$ cat src/rtl/frame_clear_sequencer.sv
// Clear-screen sequencer: sweeps the frame buffer with a latched colour while
// stalling the pipeline, and shares the frame-buffer write port with pipeline writes.
module frame_clear_sequencer #(
    parameter int ADDR_W     = 17,
    parameter int PIXEL_W    = 8,
    parameter int NUM_PIXELS = 76800,
    parameter int BASE_ADDR  = 0
) (
    input  logic               clk,
    input  logic               rst,
    input  logic               start,
    input  logic [PIXEL_W-1:0] color,
    input  logic               pipe_we,
    input  logic [ADDR_W-1:0]  pipe_addr,
    input  logic [PIXEL_W-1:0] pipe_wdata,
    output logic               fb_we,
    output logic [ADDR_W-1:0]  fb_addr,
    output logic [PIXEL_W-1:0] fb_wdata,
    output logic               stall,
    output logic               busy,
    output logic               done
);
    localparam int CNT_W = (NUM_PIXELS > 1) ? $clog2(NUM_PIXELS) : 1;
    localparam logic [CNT_W-1:0]  LAST = CNT_W'(NUM_PIXELS - 1);
    localparam logic [ADDR_W-1:0] BASE = ADDR_W'(BASE_ADDR);

    typedef enum logic [1:0] {IDLE, CLEAR, DONE} state_t;

    state_t             state;
    logic [CNT_W-1:0]   count;
    logic [PIXEL_W-1:0] color_q;

    always_ff @(posedge clk or posedge rst) begin
        if (rst) begin
            state   <= IDLE;
            count   <= '0;
            color_q <= '0;
        end else begin
            case (state)
                IDLE: begin
                    if (start) begin
                        color_q <= color;
                        count   <= '0;
                        state   <= CLEAR;
                    end
                end
                CLEAR: begin
                    // Count holds at the last pixel so it never needs a spare bit.
                    if (count == LAST) state <= DONE;
                    else               count <= count + 1'b1;
                end
                DONE:    state <= IDLE;
                default: state <= IDLE;
            endcase
        end
    end

    always_comb begin
        fb_we    = 1'b0;
        fb_addr  = '0;
        fb_wdata = '0;
        stall    = 1'b0;
        busy     = 1'b0;
        done     = 1'b0;
        case (state)
            IDLE: begin
                // A start in the same cycle claims the port; the pipeline write is lost.
                stall = start;
                if (pipe_we && !start) begin
                    fb_we    = 1'b1;
                    fb_addr  = pipe_addr;
                    fb_wdata = pipe_wdata;
                end
            end
            CLEAR: begin
                fb_we    = 1'b1;
                fb_addr  = BASE + ADDR_W'(count);
                fb_wdata = color_q;
                stall    = 1'b1;
                busy     = 1'b1;
            end
            DONE:    done = 1'b1;
            default: ;
        endcase
    end

    always @(posedge clk) begin
        if (!rst && state == IDLE)
            assert (!(start && pipe_we))
            else $warning("start and pipe_we asserted together; pipeline write dropped");
    end
endmodule
$ cat config.mk
export PLATFORM = sky130hd
export DESIGN_NAME = frame_clear_sequencer
export DESIGN_NICKNAME = d
export VERILOG_FILES = /design/src/rtl/frame_clear_sequencer.sv
export SDC_FILE = /design/constraint.sdc
export NUM_CORES = 1
export LEC_CHECK = 0
export ABC_AREA = 1
export CELL_PAD_IN_SITES_DETAIL_PLACEMENT = 1
export CELL_PAD_IN_SITES_GLOBAL_PLACEMENT = 1
export CORE_ASPECT_RATIO = 0.6
export CORE_MARGIN = 2
export CORE_UTILIZATION = 32
export CTS_CLUSTER_DIAMETER = 50
export DETAILED_ROUTE_END_ITERATION = 12
export GPL_TIMING_DRIVEN = 0
export MAX_ROUTING_LAYER = met4
export PLACE_DENSITY = 0.84
export SLEW_MARGIN = 20
export SYNTH_ARGS = -nofsm -noshare
export SYNTH_HDL_FRONTEND = slang
export SYNTH_SLANG_ARGS = --single-unit
$ cat constraint.sdc
create_clock -name clk -period 1.9 [get_ports clk]
set_input_delay 0.19 -clock clk [delete_from_list [all_inputs] [get_ports clk]]
set_output_delay 0.19 -clock clk [all_outputs]
set_load 0.005 [all_outputs]
---- Yosys cells after proc, flatten, opt, wreduce, memory -nomap -nowiden ----
Cells that the tools add are included.
W data, S select, Z words.
storage, ports and cells
  register bits after elaboration ......... 27
  bits of input ports ..................... 37
  output and inout bits ................... 29
  word-level logic and storage cells ...... 32
operators by class
  add/sub/neg operators ................... 1
  equality and inequality tests ........... 6
  muxes and demuxes ....................... 15
  reduce and logical (&&, ||, !) cells .... 7
operators by type and width
  kind                     count
  $pmux W17 S2             2
  $mux W17                 3
  $add A17 B1 Y17 const B  1
  $eq A17 B17 Y1 const B   1
  $pmux W8 S2              1
  $mux W8                  1
  $ne A2 B2 Y1 const B     3
  $mux W2                  2
  $pmux W1 S2              2
  $pmux W2 S2              1
  $reduce_and A2 Y1        2
  $mux W1                  3
  $reduce_and A3 Y1        1
  $eq A2 B1 Y1 const B     1
  $eq A2 B2 Y1 const B     1
  $logic_not A2 Y1         1
  $reduce_bool A2 Y1       1
  $logic_and A1 B1 Y1      1
  $logic_not A1 Y1         1

---- Depth between registers and ports, before layout ----
  word-level depth ........................ 4
  depth in mapped cells ................... 10
  gate-level depth less buffers ........... 10

---- Least setup slack after synthesis ----
No wires, ideal clock.
  path kind ............................... reg2reg
  from .................................... reg count[0]
  to ...................................... reg count[2]
  arrival ................................. 1.335 ns
  data required time ...................... 1.782 ns
  setup slack ............................. 0.447 ns
  stages on the path, launching flop included .. 11
  buffers on the path ..................... 1
  clock period less this slack ............ 1.453 ns
  cells stage by stage .................... dfrtp_1 > ha_1 > nand3_1 > inv_2 > nand2_4 > inv_6 > nand2_4 > nand2_8 > buf_12 > nand3_1 > nand2_1
between the ends
  longest elaborated chain between the ends .. 3
RTL lines
  element                                            line    RTL
  from (decl)                                        30      logic [CNT_W-1:0] count;
  from (signal assigned)                             50      else count <= count + 1'b1;
  $add A17 B1 Y17 or $eq A17 B17 Y1 (tied branches)  50, 49
  $mux W17 or $ne A2 B2 Y1 (tied branches)           --
  $pmux W17 S2 or $reduce_and A3 Y1 (tied branches)  --
Parallel ways exist; a longest one is shown, timed or not. The select of a mux whose other input is x is not followed.
A chain may end at the register's enable or synchronous reset.

---- Final worst setup path ----
  from .................................... reg state[1]
  to ...................................... out fb_wdata[3]
between the ends
  longest elaborated chain between the ends .. 2
RTL lines
  element                                           line  RTL
  from (decl)                                       29    state_t state;
  from (signal assigned)                            35    state <= IDLE;
  from (signal assigned)                            44    state <= CLEAR;
  from (signal assigned)                            49    if (count == LAST) state <= DONE;
  $eq A2 B1 Y1 or $logic_not A2 Y1 (tied branches)  65    case (state)
  $pmux W8 S2 *                                     65
  to (decl)                                         18    output logic [PIXEL_W-1:0] fb_wdata,
Every way passes the cells marked *; elsewhere a longest branch is shown, timed or not.

==> out/metrics.csv <==
stage;metric;value;unit
placed_design;dpl cell area;2640;µm²
global_route;first-pass GRT wire length;11200;µm
route;total number of vias;2116;
synth;Yosys warnings;0;
synth;Post-Synthesis Cells;260;
route;wire length per cell;16.5;µm
sta;post-route minimum period;1.85;ns
clock_network;root buffer cell;clkbuf_8;
sta;Tcrit/Tclk final;97.5;%
sta;Slew Limit Headroom;60.0;%
global_route;largest net degree at the start of global routing;28;
global_route;Total GRT Usage;22.6;%
clock_network;CTS buffer count;3;
sta;Final setup viols;0;
clock_network;clock sinks;27;
finish;Layout Cells excl Fill;416;
global_route;initial antenna violation count;0;
synth;post-synthesis sequential area ratio;35.8;%
placed_design;number of I/O port buffers;65;
synth;largest family of logic cells by synthesized area;simple AND/OR/NAND/NOR gates;
die;num rows;21;
synth;Post-synth EDFFs;0;
critical_path;startpoint types;flop;
global_route;vias in the first global route;2220;
critical_path;slowest library cell on the worst path;dfrtp_1;
clock_network;TritonCTS clock tree;yes;
clock_network;clock buffer depth;2;
power_and_ir_drop;VDD IR max;0.246;mV
sta;RSZ-0062 raised after global routing;yes;
critical_path;CP Cell Sequence;inv_2 > nand2_2 > inv_2 > buf_8 > buf_8 > buf_6 > nand2_1 > o21ai_1 > clkdlybuf4s15_1;
critical_path;largest stage delay on the critical path;0.42;ns
critical_path;CP required;1.71;ns
sta;Slew @ Worst Pin;0.600;ns
route;1st-pass router iterations;4;
sta;Pins Over Slew Limit;0;
sta;skew final;0.00431;ns
sta;fmax;540;MHz
synth;syn_nets;298;
hold_path;Hold Crit Class;in -> async;
synth;commonest register cell after synthesis;dfrtp_1;
finish;final core utilization;49.3;%
placed_design;Final GP Congestion;0.868;
outcome;status;finished, final reports clean;
synth;syn avg cell area;7.26;µm²
finish;n_diodes;0;
finish;layout cells sized above 1;17.6;%
placed_design;estimated wirelength of the detail-placed design;5010;µm
global_route;grt total ovfl;0;
power_and_ir_drop;Leak Pwr;1.41;nW
power_and_ir_drop;P per Cell Area;369;nW/µm²
synth;Post-Synth Adder-Cell Area;0.663;%
synth;post-synthesis mux area share;4.17;%
clock_network;# hold bufs at CTS;0;
clock_network;clk slew on worst S/H paths;0.10;ns
critical_path;WS Path Type;reg -> out;
critical_path;Setup crit end kind;output port;
power_and_ir_drop;PnR Total Power;1.02;mW
clock_network;H-tree depth;1;
die;die area;6550;µm²
finish;final layout net count;375;
synth;Async S/R FF share, synth;100;%
die;Initial Util;33.6;%
synth;Synth Register Bits;27;
synth;Mapped Area;1890;µm²
placed_design;placed cells;405;
synth;Compound-Gate Fraction of Synth Area;8.55;%
die;core area;5620;µm²
route;remaining antenna violation count;0;
route;drt initial violations;117;
route;via/cell ratio;5.09;
synth;post-synthesis simple-gate area fraction;36.0;%
clock_network;clk_lat worst skew;0.28;ns
critical_path;reg2reg setup slack;0.17;ns
die;io pins;66;
critical_path;crit path DAT;1.66;ns
job;Max-Cap Viols;0;
die;Die Y;63.5;µm
finish;final instance area;2770;µm²
route;routed wire length;6880;µm
sta;Fin. Hold Viols;0;
finish;synth-to-layout area growth;46.9;%
synth;Synth cell types;28;
synth;xor/xnor cell area share of the yosys netlist;1.86;%
critical_path;CP max FO;7;
route;# DRC;0;
die;Die W;103;µm
## layout make-up
type	count	area, µm²
Fill cell	727	2850
Multi-Input combinational cell	179	1000
Sequential cell	27	676
Timing Repair Buffer	73	662
Inverter	45	174
Buffer	8	114
Tap cell	80	100
Clock buffer	3	41.3
Clock inverter	1	5.00
## metal layers
metal  part of all wire (%)  vias up  global-route usage [%]  wire [µm]
met4                   0.77        0                    2.30         53
met1                     45     1030                    30.0       3130
met5                      0        -                       -          0
met2                     46       85                    37.3       3200
met3                    7.3        8                    4.33        503
li1                       -      993                       -          -
## sequential cells by signal (all words and copies together), names as in the netlist
name and flops:
color_q 8, count 17, state 2
## stage by stage
| step | setup WS (ns) | hold slack, ns | setup TNS, ns |
|---|---|---|---|
| 5_1_grt | -0.0320 | 0.360 | -0.0594 |
| 3_5_place_dp | -0.417 | 0.496 | -7.49 |
| 3_3_place_gp | -0.391 | 0.489 | -6.92 |
| 6_report | 0.0473 | 0.288 | 0 |
| 4_1_cts | 0.00249 | 0.500 | 0 |
| 2_1_floorplan | 0.447 | 0.243 | 0 |
## critical path: cells and delay by family (launching register included)
kind	cells	cell delay, ns
flops	1	0.42
buf+inv	6	0.75
simple gates	2	0.14
compound gates	1	0.06
## logic make-up (layout without fill, tap and decap cells)
kind of cell | after synthesis | in the layout
compound gates | 28 | 28
xor+xnor | 4 | 4
fa+ha+maj | 1 | 1
buf+inv | 54 | 130
flops | 27 | 27
mux | 7 | 7
simple gates | 139 | 139
## synth_stat cells (3+ instances only)
master	instances	area share, %
xor2_1	4	1.9
mux2_2	7	4.2
nand3_1	29	7.7
nor3_1	5	1.3
inv_1	43	8.5
dfrtp_1	27	36
o21ai_0	12	3.2
nor2_1	17	3.4
nand3_2	7	3.7
buf_2	3	0.79
nand2_1	67	13
nand4_1	6	2.0
o22ai_1	14	4.6
## cells in the final DEF (no fill, tap or decap), drive strengths merged, types with 11 or more instances in the layout
cell            n
nand2          70
inv            45
clkdlybuf4s50  37
nand3          36
dfrtp          27
nor2           19
buf            17
o22ai          14
o21ai          12
dlygate4sd2    11
clkbuf         11
## final timing paths
path                                         from                endpoint  cells after the start
setup / recovery             state[1]$_DFFE_PP0P_             fb_wdata[3]                      9
hold / removal                                rst    state[0]$_DFFE_PP0P_                      2
setup reg to reg             count[1]$_DFFE_PP0P_   count[13]$_DFFE_PP0P_                     10
hold reg to reg            color_q[2]$_DFFE_PP0P_  color_q[2]$_DFFE_PP0P_                      1
max in group asynchronous                     rst    count[6]$_DFFE_PP0P_                      2
min in group clk                         color[6]  color_q[6]$_DFFE_PP0P_                      3
## power breakdown
| part | internal, mW | switching, mW |
|---|---|---|
| Sequential | 0.574 | 0 |
| Combinational | 0.0694 | 0.0310 |
| Clock | 0.148 | 0.202 |
## repair_timing
action                                  in CTS  in global routing
endpoints found under the setup margin      28                 24
buffers inserted                             5                  3
gates resized for setup                     59                 28
pin swaps                                    2                  0
Power figures use the tool's default switching activity.
